`config.mk`:
```
export PLATFORM = sky130hd
export DESIGN_NAME = mem_rd_arbiter
export DESIGN_NICKNAME = d
export VERILOG_FILES = /design/src/rtl/mem_rd_arbiter.sv
export SDC_FILE = /design/constraint.sdc
export NUM_CORES = 1
export LEC_CHECK = 0
export BUFFER_PORTS_ARGS = -buffer_cell sky130_fd_sc_hd__buf_2
export CAP_MARGIN = 20
export CORE_AREA = 2 2 161 163
export DETAILED_ROUTE_END_ITERATION = 10
export DIE_AREA = 0 0 163 165
export MAX_ROUTING_LAYER = met4
export SKIP_LAST_GASP = 1
export SLEW_MARGIN = 5
export SYNTH_ARGS = -nofsm -noshare
export SYNTH_HDL_FRONTEND = slang
export SYNTH_SLANG_ARGS = --single-unit
```
`constraint.sdc`:
```
create_clock -name clk -period 3.8 [get_ports clk]
set_input_delay 0 -clock clk [delete_from_list [all_inputs] [get_ports clk]]
set_output_delay 0 -clock clk [all_outputs]
set_load 0.03 [all_outputs]
```
`src/rtl/mem_rd_arbiter.sv`:
```
// Round-robin arbiter sharing one AXI-lite-style memory read port between IFU and LSU.
// One transaction in flight; a sticky watchdog flags R phases that never complete.
module mem_rd_arbiter #(
  parameter int AW  = 64,
  parameter int DW  = 64,
  parameter int TMO = 255
) (
  input  logic          clk,
  input  logic          rst,
  input  logic          ifu_ARVALID,
  output logic          ifu_ARREADY,
  input  logic [AW-1:0] ifu_ARADDR,
  input  logic [2:0]    ifu_ARPORT,
  output logic          ifu_RVALID,
  input  logic          ifu_RREADY,
  output logic [DW-1:0] ifu_RDATA,
  output logic [1:0]    ifu_RRESP,
  input  logic          lsu_ARVALID,
  output logic          lsu_ARREADY,
  input  logic [AW-1:0] lsu_ARADDR,
  input  logic [2:0]    lsu_ARPORT,
  output logic          lsu_RVALID,
  input  logic          lsu_RREADY,
  output logic [DW-1:0] lsu_RDATA,
  output logic [1:0]    lsu_RRESP,
  output logic          mem_ARVALID,
  input  logic          mem_ARREADY,
  output logic [AW-1:0] mem_ARADDR,
  output logic [2:0]    mem_ARPORT,
  input  logic          mem_RVALID,
  output logic          mem_RREADY,
  input  logic [DW-1:0] mem_RDATA,
  input  logic [1:0]    mem_RRESP,
  output logic [1:0]    grant,
  output logic          hang
);

  typedef enum logic [2:0] {
    IDLE = 3'd0,
    AR_I = 3'd1,
    AR_L = 3'd2,
    R_I  = 3'd3,
    R_L  = 3'd4
  } state_t;

  localparam logic [7:0] TMO_C    = 8'(TMO);
  localparam logic [7:0] TMO_M1_C = 8'(TMO - 1);

  state_t     state_r;
  logic       last_lsu_r;
  logic [1:0] grant_r;
  logic [7:0] cnt_r;
  logic       hang_r;

  logic       ar_i_s, ar_l_s, r_i_s, r_l_s, r_done_s;
  logic [1:0] pick_s;
  state_t     arb_state_s;

  // On a tie the master that did not own the last grant wins.
  function automatic logic [1:0] arb_pick(input logic ifu_v, input logic lsu_v,
                                          input logic last_lsu);
    logic [1:0] pick;
    if (ifu_v && lsu_v) begin
      pick = last_lsu ? 2'b01 : 2'b10;
    end else if (ifu_v) begin
      pick = 2'b01;
    end else if (lsu_v) begin
      pick = 2'b10;
    end else begin
      pick = 2'b00;
    end
    return pick;
  endfunction

  assign ar_i_s   = (state_r == AR_I);
  assign ar_l_s   = (state_r == AR_L);
  assign r_i_s    = (state_r == R_I);
  assign r_l_s    = (state_r == R_L);
  assign r_done_s = mem_RVALID && ((r_i_s && ifu_RREADY) || (r_l_s && lsu_RREADY));
  assign pick_s   = arb_pick(ifu_ARVALID, lsu_ARVALID, last_lsu_r);

  // Next state chosen by the arbitration function.
  always_comb begin
    arb_state_s = IDLE;
    case (pick_s)
      2'b01:   arb_state_s = AR_I;
      2'b10:   arb_state_s = AR_L;
      default: arb_state_s = IDLE;
    endcase
  end

  // Arbiter FSM, registered grant and watchdog.
  always_ff @(posedge clk) begin
    if (rst) begin
      state_r    <= IDLE;
      last_lsu_r <= 1'b1;
      grant_r    <= 2'b00;
      cnt_r      <= 8'd0;
      hang_r     <= 1'b0;
    end else begin
      case (state_r)
        IDLE, R_I, R_L: begin
          if ((state_r == IDLE) || r_done_s) begin
            state_r <= arb_state_s;
            grant_r <= pick_s;
            if (pick_s != 2'b00) begin
              last_lsu_r <= pick_s[1];
            end
          end else begin
            // R phase still waiting: count, saturate, and latch hang at the limit.
            if (cnt_r != TMO_C) begin
              cnt_r <= cnt_r + 8'd1;
            end
            if (cnt_r >= TMO_M1_C) begin
              hang_r <= 1'b1;
            end
          end
        end
        AR_I, AR_L: begin
          if (mem_ARREADY) begin
            state_r <= (state_r == AR_I) ? R_I : R_L;
            cnt_r   <= 8'd0;
          end
        end
        default: begin
          state_r <= IDLE;
          grant_r <= 2'b00;
        end
      endcase
    end
  end

  assign mem_ARVALID = ar_i_s || ar_l_s;
  assign mem_ARADDR  = ar_i_s ? ifu_ARADDR : (ar_l_s ? lsu_ARADDR : {AW{1'b0}});
  assign mem_ARPORT  = ar_i_s ? ifu_ARPORT : (ar_l_s ? lsu_ARPORT : 3'b000);
  assign mem_RREADY  = (r_i_s && ifu_RREADY) || (r_l_s && lsu_RREADY);

  assign ifu_ARREADY = ar_i_s && mem_ARREADY;
  assign ifu_RVALID  = r_i_s && mem_RVALID;
  assign ifu_RDATA   = r_i_s ? mem_RDATA : {DW{1'b0}};
  assign ifu_RRESP   = r_i_s ? mem_RRESP : 2'b00;

  assign lsu_ARREADY = ar_l_s && mem_ARREADY;
  assign lsu_RVALID  = r_l_s && mem_RVALID;
  assign lsu_RDATA   = r_l_s ? mem_RDATA : {DW{1'b0}};
  assign lsu_RRESP   = r_l_s ? mem_RRESP : 2'b00;

  assign grant = grant_r;
  assign hang  = hang_r;

endmodule

```
==> flow_metrics.env <==
export IMPL_io_pins=416
export IMPL_wl_per_cell_microns=19.36
export IMPL_dr_total_vias=4508
export IMPL_cts_buffers=3
export IMPL_dp_cells=1061
export IMPL_hold_viol=0
export IMPL_synth_area_leaders="a22o_1 23%, and2_1 17%, and3_1 17%"
export IMPL_worst_pin_slew_ns=0.7586
export IMPL_synth_largest_area_cell="a22o_1"
export IMPL_grt_max_degree=74
export IMPL_ys_top_cells_by_count="69 x and2_1, 69 x and3_1, 67 x a22o_1"
export IMPL_syn_inst=353
export IMPL_drt_iter0_drc=259
export IMPL_finalCritPeriodShare_pct=67.79
export IMPL_synth_flop_cell="dfxtp_1"
export IMPL_die_y_microns=165
export IMPL_start_util_pct=10.32
export IMPL_synthesis_area_sq_um=2584
export IMPL_cts_resized=0
export IMPL_path_class="flop to output pin"
export IMPL_first_pass_iters=4
export IMPL_yosys_warnings=0
export IMPL_grt_total_usage_pct=13.78
export IMPL_port_buffers=415
export IMPL_cpMaxStageDelayCell="buf_4"
export IMPL_post_drt_via_cell_ratio=4.233
export IMPL_critPathLaunchType="flop"
export IMPL_drive_gt1_share_pct=59.05
export IMPL_place_congestion=0.8853
export IMPL_crit_chain="buf_4 > nor2b_1 > nor2b_4 > buf_4 > a22o_1 > buf_2"
export IMPL_die_w_microns=163
export IMPL_hold_class="primary input to flop"
export IMPL_drv_slew=0
export IMPL_fin_skew_ns=0.001934
export IMPL_root_buffer="clkbuf_16"
export IMPL_cpMostUsedCell="buf_4"
export IMPL_cp_top_family="buffers and inverters"
export IMPL_cp_max_fo=73
export IMPL_rows=58
export IMPL_grt_pass1_wl_microns=26070
export IMPL_relSlewSlack_pct=49.43
export IMPL_gr_total_overflow=0
export IMPL_diodes=0
export IMPL_cts_tree="done"
export IMPL_yosysTopAreaCellShare_pct=22.71
export IMPL_cts_sinks=15
export IMPL_p_leak_nw=3.187
export IMPL_clock_fmax_ghz=0.3882
export IMPL_powerDensity_nw_per_um2=613.8
export IMPL_async_flop_share_pct=0
export IMPL_nets=946
export IMPL_synth_cell_type_count=49
export IMPL_hpwl_microns=17540
export IMPL_post_cts_buffers=0
export IMPL_grt_pass1_vias=3906
export IMPL_cp_buffers_inverters=3
export IMPL_period_minus_slack_ns=2.576
export IMPL_critical_path_max_stage_delay_ns=0.56
export IMPL_setup_violations=0
export IMPL_synthToLayoutAreaGrowth_pct=93.95
export IMPL_stdcell_count=1065
export IMPL_clockBufferDepth=2
export IMPL_status="finished clean"
export IMPL_drc=0
export IMPL_clk_pin_slew_worst_paths_ns=0.05
export IMPL_antenna_found_initial=3
export IMPL_synth_edf_count=0
export IMPL_power_w=0.003076
export IMPL_die_area_sq_um=26900
export IMPL_crit_arrival_ns=2.58
export IMPL_synth_area_per_cell_sq_um=7.319
export IMPL_ant_nets=0
export IMPL_clk_insertion_delay_late_ns=0.25
export IMPL_ys_seq_elements=15
export IMPL_fin_setup_tns_ns=0
export IMPL_max_cap_violations=0
export IMPL_synthesis_nets=563
export IMPL_cp_required_ns=3.80
export IMPL_wirelength_microns=20620
export IMPL_vdd_ir_drop_max_mv=0.2946
export IMPL_core_area_sq_um=25040
export IMPL_postCtsHoldBufs=0
export IMPL_cts_htree_levels=1
export IMPL_end_kind="output pin"
export IMPL_rsz0062_at_grt="no"
export IMPL_synth_seq_area_share_pct=11.62
-- power breakdown --
group | switching [W] | leakage [nW] | internal [W]
Clock | 0.0000674 | 0.0382 | 0.000142
Combinational | 0.00186 | 3.03 | 0.000765
Sequential | 0.0000541 | 0.122 | 0.000187
-- layout make-up --
| cell class | count | area [sq um] |
|---|---|---|
| tap | 330 | 412.9 |
| sequential | 15 | 301.5 |
| clock buffer | 4 | 78.83 |
| timing repair buffer | 420 | 2115 |
| fill | 2839 | 20030 |
| multi-input combinational | 287 | 2069 |
| inverter | 9 | 33.78 |
-- through the flow --
stage | setup slack (ns) | hold slack, ns | utilization, % | instance area (sq um)
after CTS | 1.142 | 0.1065 | 20.02 | 5011
after floorplan | 2.251 | 0.1015 | - | 2584
final | 1.224 | 0.1066 | 20.02 | 5011
after global routing | 1.071 | 0.1213 | 20.02 | 5011
after detailed placement | 1.459 | 0.3607 | 19.70 | 4932
after global placement | 1.474 | 0.3496 | 19.70 | 4932
-- metal layers --
metal  part of all wire, %  up-vias  global-route usage (%)
li1                      -     2094                       -
met1                    40     2096                   16.36
met2                    52      307                   26.06
met3                   7.2       11                   1.180
met4                  0.71        0                   1.408
met5                     0        -                       -
-- flip-flops by register name (all words and copies together), names as in the netlist --
register	flops
hang	1
state_r	3
cnt_r	8
last_lsu_r	1
grant	2
-- path summary, 6_finish.rpt --
path / startpoint / to / slack, ns / cells past startpoint
worst min register to register: hang$_SDFFE_PP0P_ / hang$_SDFFE_PP0P_ / 0.47 / 2
worst max register to register: state_r[2]$_SDFFE_PP0P_ / cnt_r[6]$_SDFFE_PP0P_ / 1.53 / 5
worst max-delay path: state_r[2]$_SDFFE_PP0P_ / mem_ARADDR[62] / 1.22 / 6
worst min-delay path: rst / hang$_SDFFE_PP0P_ / 0.11 / 2
-- placed cells by master (no fill, tap or decap), types with 2 or more instances in the layout --
master,synthesis,final
buf_2,10,415
and3_1,69,69
and2_1,69,69
a22o_1,67,67
dfxtp_1,15,14
inv_1,9,9
nand3_1,9,9
a21oi_1,8,8
nand2_1,6,6
buf_4,2,5
nand4_1,4,4
a2111oi_0,4,4
o32ai_1,4,4
nor2_1,4,4
o21ai_0,4,4
nor2b_1,4,3
clkbuf_16,0,3
a32o_1,2,2
or3_1,2,2
o41ai_1,2,2
o311ai_0,2,2
ha_1,2,2
-- cells by family after synthesis --
kind of cell | synth area share [%]
buffers and inverters | 9.055
muxes | 0.3874
adders and majority gates | 0.9684
xor gates and xnor gates | 0.3390
and+or+nand+nor | 42.76
AOI/OAI and AO/OA | 34.87
DFF | 11.62
No activity file was read; power rests on OpenSTA's default activity.
